### src/rtl/uno_seq.sv
// Operation sequencer for the uno MAC/div/exp/log datapath: turns requests into the
// per-cycle uno control stream, holds the Horner coefficient tables, returns one result per request.
module uno_seq #(
  parameter int MAC_BW  = 12,
  parameter int DEG     = 4,
  parameter int MAC_LAT = 1
) (
  input  logic                  clk,
  input  logic                  rst_n,
  input  logic                  req_valid,
  output logic                  req_ready,
  input  logic [1:0]            req_op,
  input  logic [MAC_BW-1:0]     req_x,
  input  logic [MAC_BW-1:0]     req_y,
  input  logic [2*MAC_BW-1:0]   req_z,
  input  logic                  req_last,
  input  logic                  cfg_we,
  input  logic [1:0]            cfg_op,
  input  logic [2:0]            cfg_idx,
  input  logic [MAC_BW-1:0]     cfg_data,
  output logic                  cfg_err,
  output logic [1:0]            uno_op,
  output logic [MAC_BW-1:0]     uno_x,
  output logic [MAC_BW-1:0]     uno_y,
  output logic [2*MAC_BW-1:0]   uno_z,
  output logic [MAC_BW-1:0]     uno_coeff,
  output logic                  uno_first_cycle,
  output logic                  uno_last_cycle,
  output logic                  uno_acc_en,
  input  logic [2*MAC_BW-1:0]   uno_result,
  output logic                  rsp_valid,
  input  logic                  rsp_ready,
  output logic [2*MAC_BW-1:0]   rsp_data
);

  localparam int RW   = 2 * MAC_BW;
  localparam int KMAX = (DEG + 1 > MAC_LAT) ? DEG + 1 : MAC_LAT;
  localparam int KW   = $clog2(KMAX + 1);
  localparam int IW   = $clog2(DEG + 1);

  localparam logic [2:0] S_IDLE   = 3'd0;
  localparam logic [2:0] S_ISSUE  = 3'd1;
  localparam logic [2:0] S_STREAM = 3'd2;
  localparam logic [2:0] S_DRAIN  = 3'd3;
  localparam logic [2:0] S_RESP   = 3'd4;

  logic [2:0]        state_q, state_d;
  logic [KW-1:0]     k_q, k_d;
  logic [1:0]        op_q, op_d;
  logic [MAC_BW-1:0] x_q, x_d, y_q, y_d;
  logic              req_ready_q, req_ready_d;
  logic [1:0]        uno_op_q, uno_op_d;
  logic [MAC_BW-1:0] uno_x_q, uno_x_d, uno_y_q, uno_y_d, uno_coeff_q, uno_coeff_d;
  logic [RW-1:0]     uno_z_q, uno_z_d;
  logic              first_q, first_d, last_q, last_d, acc_en_q, acc_en_d;
  logic              rsp_valid_q, rsp_valid_d;
  logic [RW-1:0]     rsp_data_q, rsp_data_d;
  logic              cfg_err_q, cfg_err_d;
  logic              cfg_ok;
  logic [KW-1:0]     cidx;
  logic              hs;

  logic [MAC_BW-1:0] coef_q [4][DEG+1];

  assign hs   = req_valid & req_ready_q;
  assign cidx = KW'(DEG) - k_q;
  // A table may not change while it is being walked by the running op.
  assign cfg_ok = (cfg_op != 2'b00) && (int'(cfg_idx) <= DEG) &&
                  !((state_q == S_ISSUE) && (cfg_op == op_q));

  always_comb begin
    state_d     = state_q;
    k_d         = k_q;
    op_d        = op_q;
    x_d         = x_q;
    y_d         = y_q;
    uno_op_d    = 2'b00;
    uno_x_d     = '0;
    uno_y_d     = '0;
    uno_z_d     = '0;
    uno_coeff_d = '0;
    first_d     = 1'b0;
    last_d      = 1'b0;
    acc_en_d    = 1'b0;
    rsp_valid_d = rsp_valid_q;
    rsp_data_d  = rsp_data_q;
    cfg_err_d   = cfg_we & ~cfg_ok;
    case (state_q)
      S_IDLE: begin
        if (hs) begin
          k_d = '0;
          if (req_op != 2'b00) begin
            op_d    = req_op;
            x_d     = req_x;
            y_d     = req_y;
            state_d = S_ISSUE;
          end else begin
            uno_x_d = req_x;
            uno_y_d = req_y;
            uno_z_d = req_z;
            state_d = req_last ? S_DRAIN : S_STREAM;
          end
        end
      end
      S_ISSUE: begin
        uno_op_d = op_q;
        uno_x_d  = x_q;
        uno_y_d  = y_q;
        first_d  = (k_q == '0);
        last_d   = (k_q == KW'(DEG + 1));
        if (k_q <= KW'(DEG)) uno_coeff_d = coef_q[op_q][cidx[IW-1:0]];
        if (k_q == KW'(DEG + 1)) begin
          k_d     = '0;
          state_d = S_DRAIN;
        end else begin
          k_d = k_q + 1'b1;
        end
      end
      S_STREAM: begin
        // Empty cycles become zero-product bubbles so the accumulator holds.
        acc_en_d = 1'b1;
        if (req_valid) begin
          uno_x_d = req_x;
          uno_y_d = req_y;
          if (req_last) begin
            k_d     = '0;
            state_d = S_DRAIN;
          end
        end
      end
      S_DRAIN: begin
        if (k_q == KW'(MAC_LAT)) begin
          rsp_data_d  = uno_result;
          rsp_valid_d = 1'b1;
          state_d     = S_RESP;
        end else begin
          k_d = k_q + 1'b1;
        end
      end
      S_RESP: begin
        if (rsp_ready) begin
          rsp_valid_d = 1'b0;
          state_d     = S_IDLE;
        end
      end
      default: state_d = S_IDLE;
    endcase
    req_ready_d = (state_d == S_IDLE) || (state_d == S_STREAM);
  end

  always_ff @(posedge clk) begin
    if (!rst_n) begin
      state_q     <= S_IDLE;
      k_q         <= '0;
      req_ready_q <= 1'b0;
      uno_op_q    <= '0;
      uno_x_q     <= '0;
      uno_y_q     <= '0;
      uno_z_q     <= '0;
      uno_coeff_q <= '0;
      first_q     <= 1'b0;
      last_q      <= 1'b0;
      acc_en_q    <= 1'b0;
      rsp_valid_q <= 1'b0;
      rsp_data_q  <= '0;
      cfg_err_q   <= 1'b0;
    end else begin
      state_q     <= state_d;
      k_q         <= k_d;
      req_ready_q <= req_ready_d;
      uno_op_q    <= uno_op_d;
      uno_x_q     <= uno_x_d;
      uno_y_q     <= uno_y_d;
      uno_z_q     <= uno_z_d;
      uno_coeff_q <= uno_coeff_d;
      first_q     <= first_d;
      last_q      <= last_d;
      acc_en_q    <= acc_en_d;
      rsp_valid_q <= rsp_valid_d;
      rsp_data_q  <= rsp_data_d;
      cfg_err_q   <= cfg_err_d;
    end
  end

  always_ff @(posedge clk) begin
    op_q <= op_d;
    x_q  <= x_d;
    y_q  <= y_d;
  end

  always_ff @(posedge clk) begin
    if (!rst_n) begin
      for (int o = 0; o < 4; o++)
        for (int i = 0; i <= DEG; i++)
          coef_q[o][i] <= '0;
    end else if (cfg_we && cfg_ok) begin
      coef_q[cfg_op][cfg_idx] <= cfg_data;
    end
  end

  assign req_ready       = req_ready_q;
  assign cfg_err         = cfg_err_q;
  assign uno_op          = uno_op_q;
  assign uno_x           = uno_x_q;
  assign uno_y           = uno_y_q;
  assign uno_z           = uno_z_q;
  assign uno_coeff       = uno_coeff_q;
  assign uno_first_cycle = first_q;
  assign uno_last_cycle  = last_q;
  assign uno_acc_en      = acc_en_q;
  assign rsp_valid       = rsp_valid_q;
  assign rsp_data        = rsp_data_q;

endmodule

### config.mk
export PLATFORM = sky130hd
export DESIGN_NAME = uno_seq
export DESIGN_NICKNAME = d
export VERILOG_FILES = /design/src/rtl/uno_seq.sv
export SDC_FILE = /design/constraint.sdc
export NUM_CORES = 1
export LEC_CHECK = 0
export ABC_AREA = 1
export CORE_MARGIN = 2
export CORE_UTILIZATION = 30
export DETAILED_ROUTE_END_ITERATION = 10
export PLACE_DENSITY = 0.56
export SYNTH_ARGS = -nofsm -noshare
export SYNTH_HDL_FRONTEND = slang
export SYNTH_SLANG_ARGS = --single-unit
### constraint.sdc
create_clock -name clk -period 3.8 [get_ports clk]
set_input_delay 1.14 -clock clk [delete_from_list [all_inputs] [get_ports clk]]
set_output_delay 1.14 -clock clk [all_outputs]
set_load 0.05 [all_outputs]
==> metrics.md <==
| Metric | Value |
|---|---|
| First-pass GRT wire length | `66400 um` |
| Vias/cell | `4.51` |
| Initial Util | `30.3%` |
| Hold Path End | `rsp_data[3]` |
| Routed wire length per instance | `16.5 um` |
| DIE AREA | `54800 um^2` |
| Worst r2r dst | `uno_coeff[5]` |
| Hold path start | `rsp_data[3]` |
| Post-cts resize count | `0` |
| Synth warn | `0` |
| Yosys cell types | `29` |
| Port bufs | `188` |
| Compound-cell area share of the yosys netlist | `4.68%` |
| Post-synthesis simple-gate area fraction | `22.8%` |
| Antenna cells | `0` |
| Vias | `11800` |
| Multiplexer share of the synthesized area | `0%` |
| CTS Buffer Depth | `3` |
| Vias in the first global route | `11900` |
| GP Congestion | `0.855` |
| Hold Vio Cnt, Final | `0` |
| Largest family of logic cells by synthesized area | `simple AND/OR/NAND/NOR gates` |
| Pre-Repair DR Iteration Count | `6` |
| Syn-to-layout area delta | `26.7%` |
| Initial DRC count | `699` |
| TNS Setup | `0 ps` |
| Max_cap viols | `0` |
| XOR/XNOR Fraction of Synth Area | `0.165%` |
| Commonest non-fill, non-tap cells in the layout | `nand2_1 (335), edfxtp_1 (266), inv_1 (244)` |
| VDD IR max | `409 uV` |
| Detail Route Antenna Nets | `0` |
| FF-to-FF setup slack | `1010 ps` |
| FF+latch count, synth | `366` |
| Overflow after GRT | `0` |
| Rows | `84` |
| Post-Syn Instances | `1668` |
| Width of the die | `234 um` |
| Max-slew violations | `0` |
| Final period utilization | `79.5%` |
| Most common cell after layout, fill and taps aside | `nand2_1` |
| Run status | `finished clean` |
| Design area | `20100 um^2` |
| Nets@finish | `1999` |
| Hold depth | `2` |
| TritonCTS Buffers | `40` |
| R2R cell count | `9` |
| CP Max Fanout | `16` |
| Total Wirelength | `43100 um` |
| Synth Area in Adders | `0.394%` |
| IO Count | `189` |
| # DRC | `0` |
| Leading post-synthesis cells by cell area | `edfxtp_1 (50%), dfxtp_1 (13%), nand2_1 (8.0%), inv_1 (5.8%), nor3_1 (4.2%)` |
| GRT Total Usage | `15.9%` |
| Max Fclk | `331 MHz` |
| Synthesized area per cell | `9.52 um^2` |
| P_leak | `8.11 nW` |
| Setup ws final | `780 ps` |
| Core Area | `52400 um^2` |
| Worst Path Required | `4030 ps` |
| Post-CTS Hold Fix Bufs | `0` |
| Power density over cell area | `484 nW/um^2` |
| Worst hold-check path type | `reg -> reg` |
| Synth Cell Area | `15900 um^2` |
| Largest net degree at the start of global routing | `85` |
| Share of cells above drive strength 1 | `8.82%` |
| Placed cell area | `18800 um^2` |
| Clk Latency, worst-skew pair | `530 ps` |
| RSZ-0062 raised after global routing | `no` |
| Worst path arrival time | `3250 ps` |
| Dpl ws | `263 ps` |
| CTS tree | `built` |
| Root buffer cell | `clkbuf_16` |
| H-tree depth | `2` |
| Startpoint types | `primary input` |
| Clk sinks | `366` |
| Clk_skew | `8.34 ps` |
| Chip Height | `234 um` |
| Period minus WS final | `3020 ps` |
| Sequential-to-total area share from yosys stat | `62.9%` |
| Slew headroom | `39.3%` |
| Post-CTS Setup Bufs | `0` |
| Antenna violations before repair | `0` |
| Crit end category | `register` |
| HPWL Detailed | `28900 um` |
| Clock-pin slew on the worst setup and hold paths | `60 ps` |
| Post-synth top area cell | `edfxtp_1` |
| Setup CP Type | `in -> reg` |
| Slew at the pin closest to its max-slew limit | `911 ps` |
| Final setup vio count | `0` |
| Area share of the largest cell type after synthesis | `50.3%` |
worst max path at each step:
stage	from	endpoint	slack (ps)	cells past startpoint
2_1_floorplan	cfg_idx[0]	coef_q[1][12]	550	8
3_3_place_gp	cfg_op[0]	coef_q[1][39]	350	8
3_5_place_dp	cfg_op[0]	coef_q[3][42]	260	8
4_1_cts	req_ready	req_ready	770	1
5_1_grt	cfg_op[0]	coef_q[3][45]	680	8
6_report	cfg_op[0]	coef_q[3][45]	780	8
report_power, final:
part / switching (W) / internal, W
clock network: 0.00154 / 0.00243
registers: 0.0000583 / 0.00444
logic: 0.000875 / 0.000399
total: 0.00247 / 0.00727
through the flow:
step	std cells	hold slack, ps	power [W]	utilization (%)
floorplan	1727	470	0.00534	-
global placement	2543	461	0.00584	35.8
detailed placement	2543	476	0.00585	35.8
CTS	2615	490	0.00985	38.4
global route	2615	511	0.0101	38.4
finish	2615	484	0.00974	38.4
critical path, cell delays in order:
cell             delay, ps
clkdlybuf4s50_1        600
inv_1                  120
a22oi_2                230
nand2_2                110
nor2_8                 140
nand3_2                340
o21ai_0                300
buf_4                  250
final cells by class:
type,count,area [um^2]
fillers,5198,32300
inverters,248,932
flip-flops and latches,366,9990
clock inverters,16,231
clock buffers,56,1100
multi-input cells,996,4690
well taps,688,861
repair buffers,245,2320
synthesized netlist by cell type:
| master | instances |
|---|---|
| a21oi_1 | 19 |
| nor2_1 | 155 |
| nand3_1 | 123 |
| xor2_1 | 1 |
| nor3_2 | 40 |
| nand2_2 | 3 |
| clkinv_1 | 2 |
| o2111a_1 | 1 |
| conb_1 | 1 |
| ha_1 | 5 |
| inv_2 | 1 |
| o21ai_0 | 72 |
| clkbuf_1 | 76 |
| a22oi_2 | 1 |
| inv_1 | 245 |
| buf_1 | 9 |
| o22ai_1 | 12 |
| o21ai_2 | 1 |
| edfxtp_1 | 266 |
| nor2_8 | 1 |
| dfxtp_1 | 100 |
| buf_6 | 4 |
| nand2_1 | 338 |
| nand4_1 | 2 |
| nand3_2 | 4 |
| nor3_1 | 132 |
| xnor2_1 | 2 |
| buf_2 | 28 |
| a22oi_1 | 24 |
flip-flops by register name (all words and copies together) (netlist names), 3 cells and up, named ones only:
| register | flops |
|---|---|
| coef_q | 240 |
| rsp_data | 24 |
| uno_z | 24 |
| uno_coeff | 12 |
| uno_x | 12 |
| uno_y | 12 |
| x_q | 12 |
| y_q | 12 |
| k_q | 3 |
| state_q | 3 |
layer usage:
layer	track usage, %	share of wire, %
met1	18.3	40
met2	27.7	49
met3	4.90	8.0
met4	5.99	3.2
met5	0	0
cell families (layout without fill, tap and decap cells):
| kind of cell | count (synthesis) | in the layout |
|---|---|---|
| compound gates | 130 | 130 |
| xor+xnor | 3 | 3 |
| fa+ha+maj | 5 | 5 |
| buf+inv | 365 | 565 |
| flops | 366 | 366 |
| other cells | 1 | 60 |
| simple gates | 798 | 798 |
Note: power is estimated with default switching activity, not from simulation.
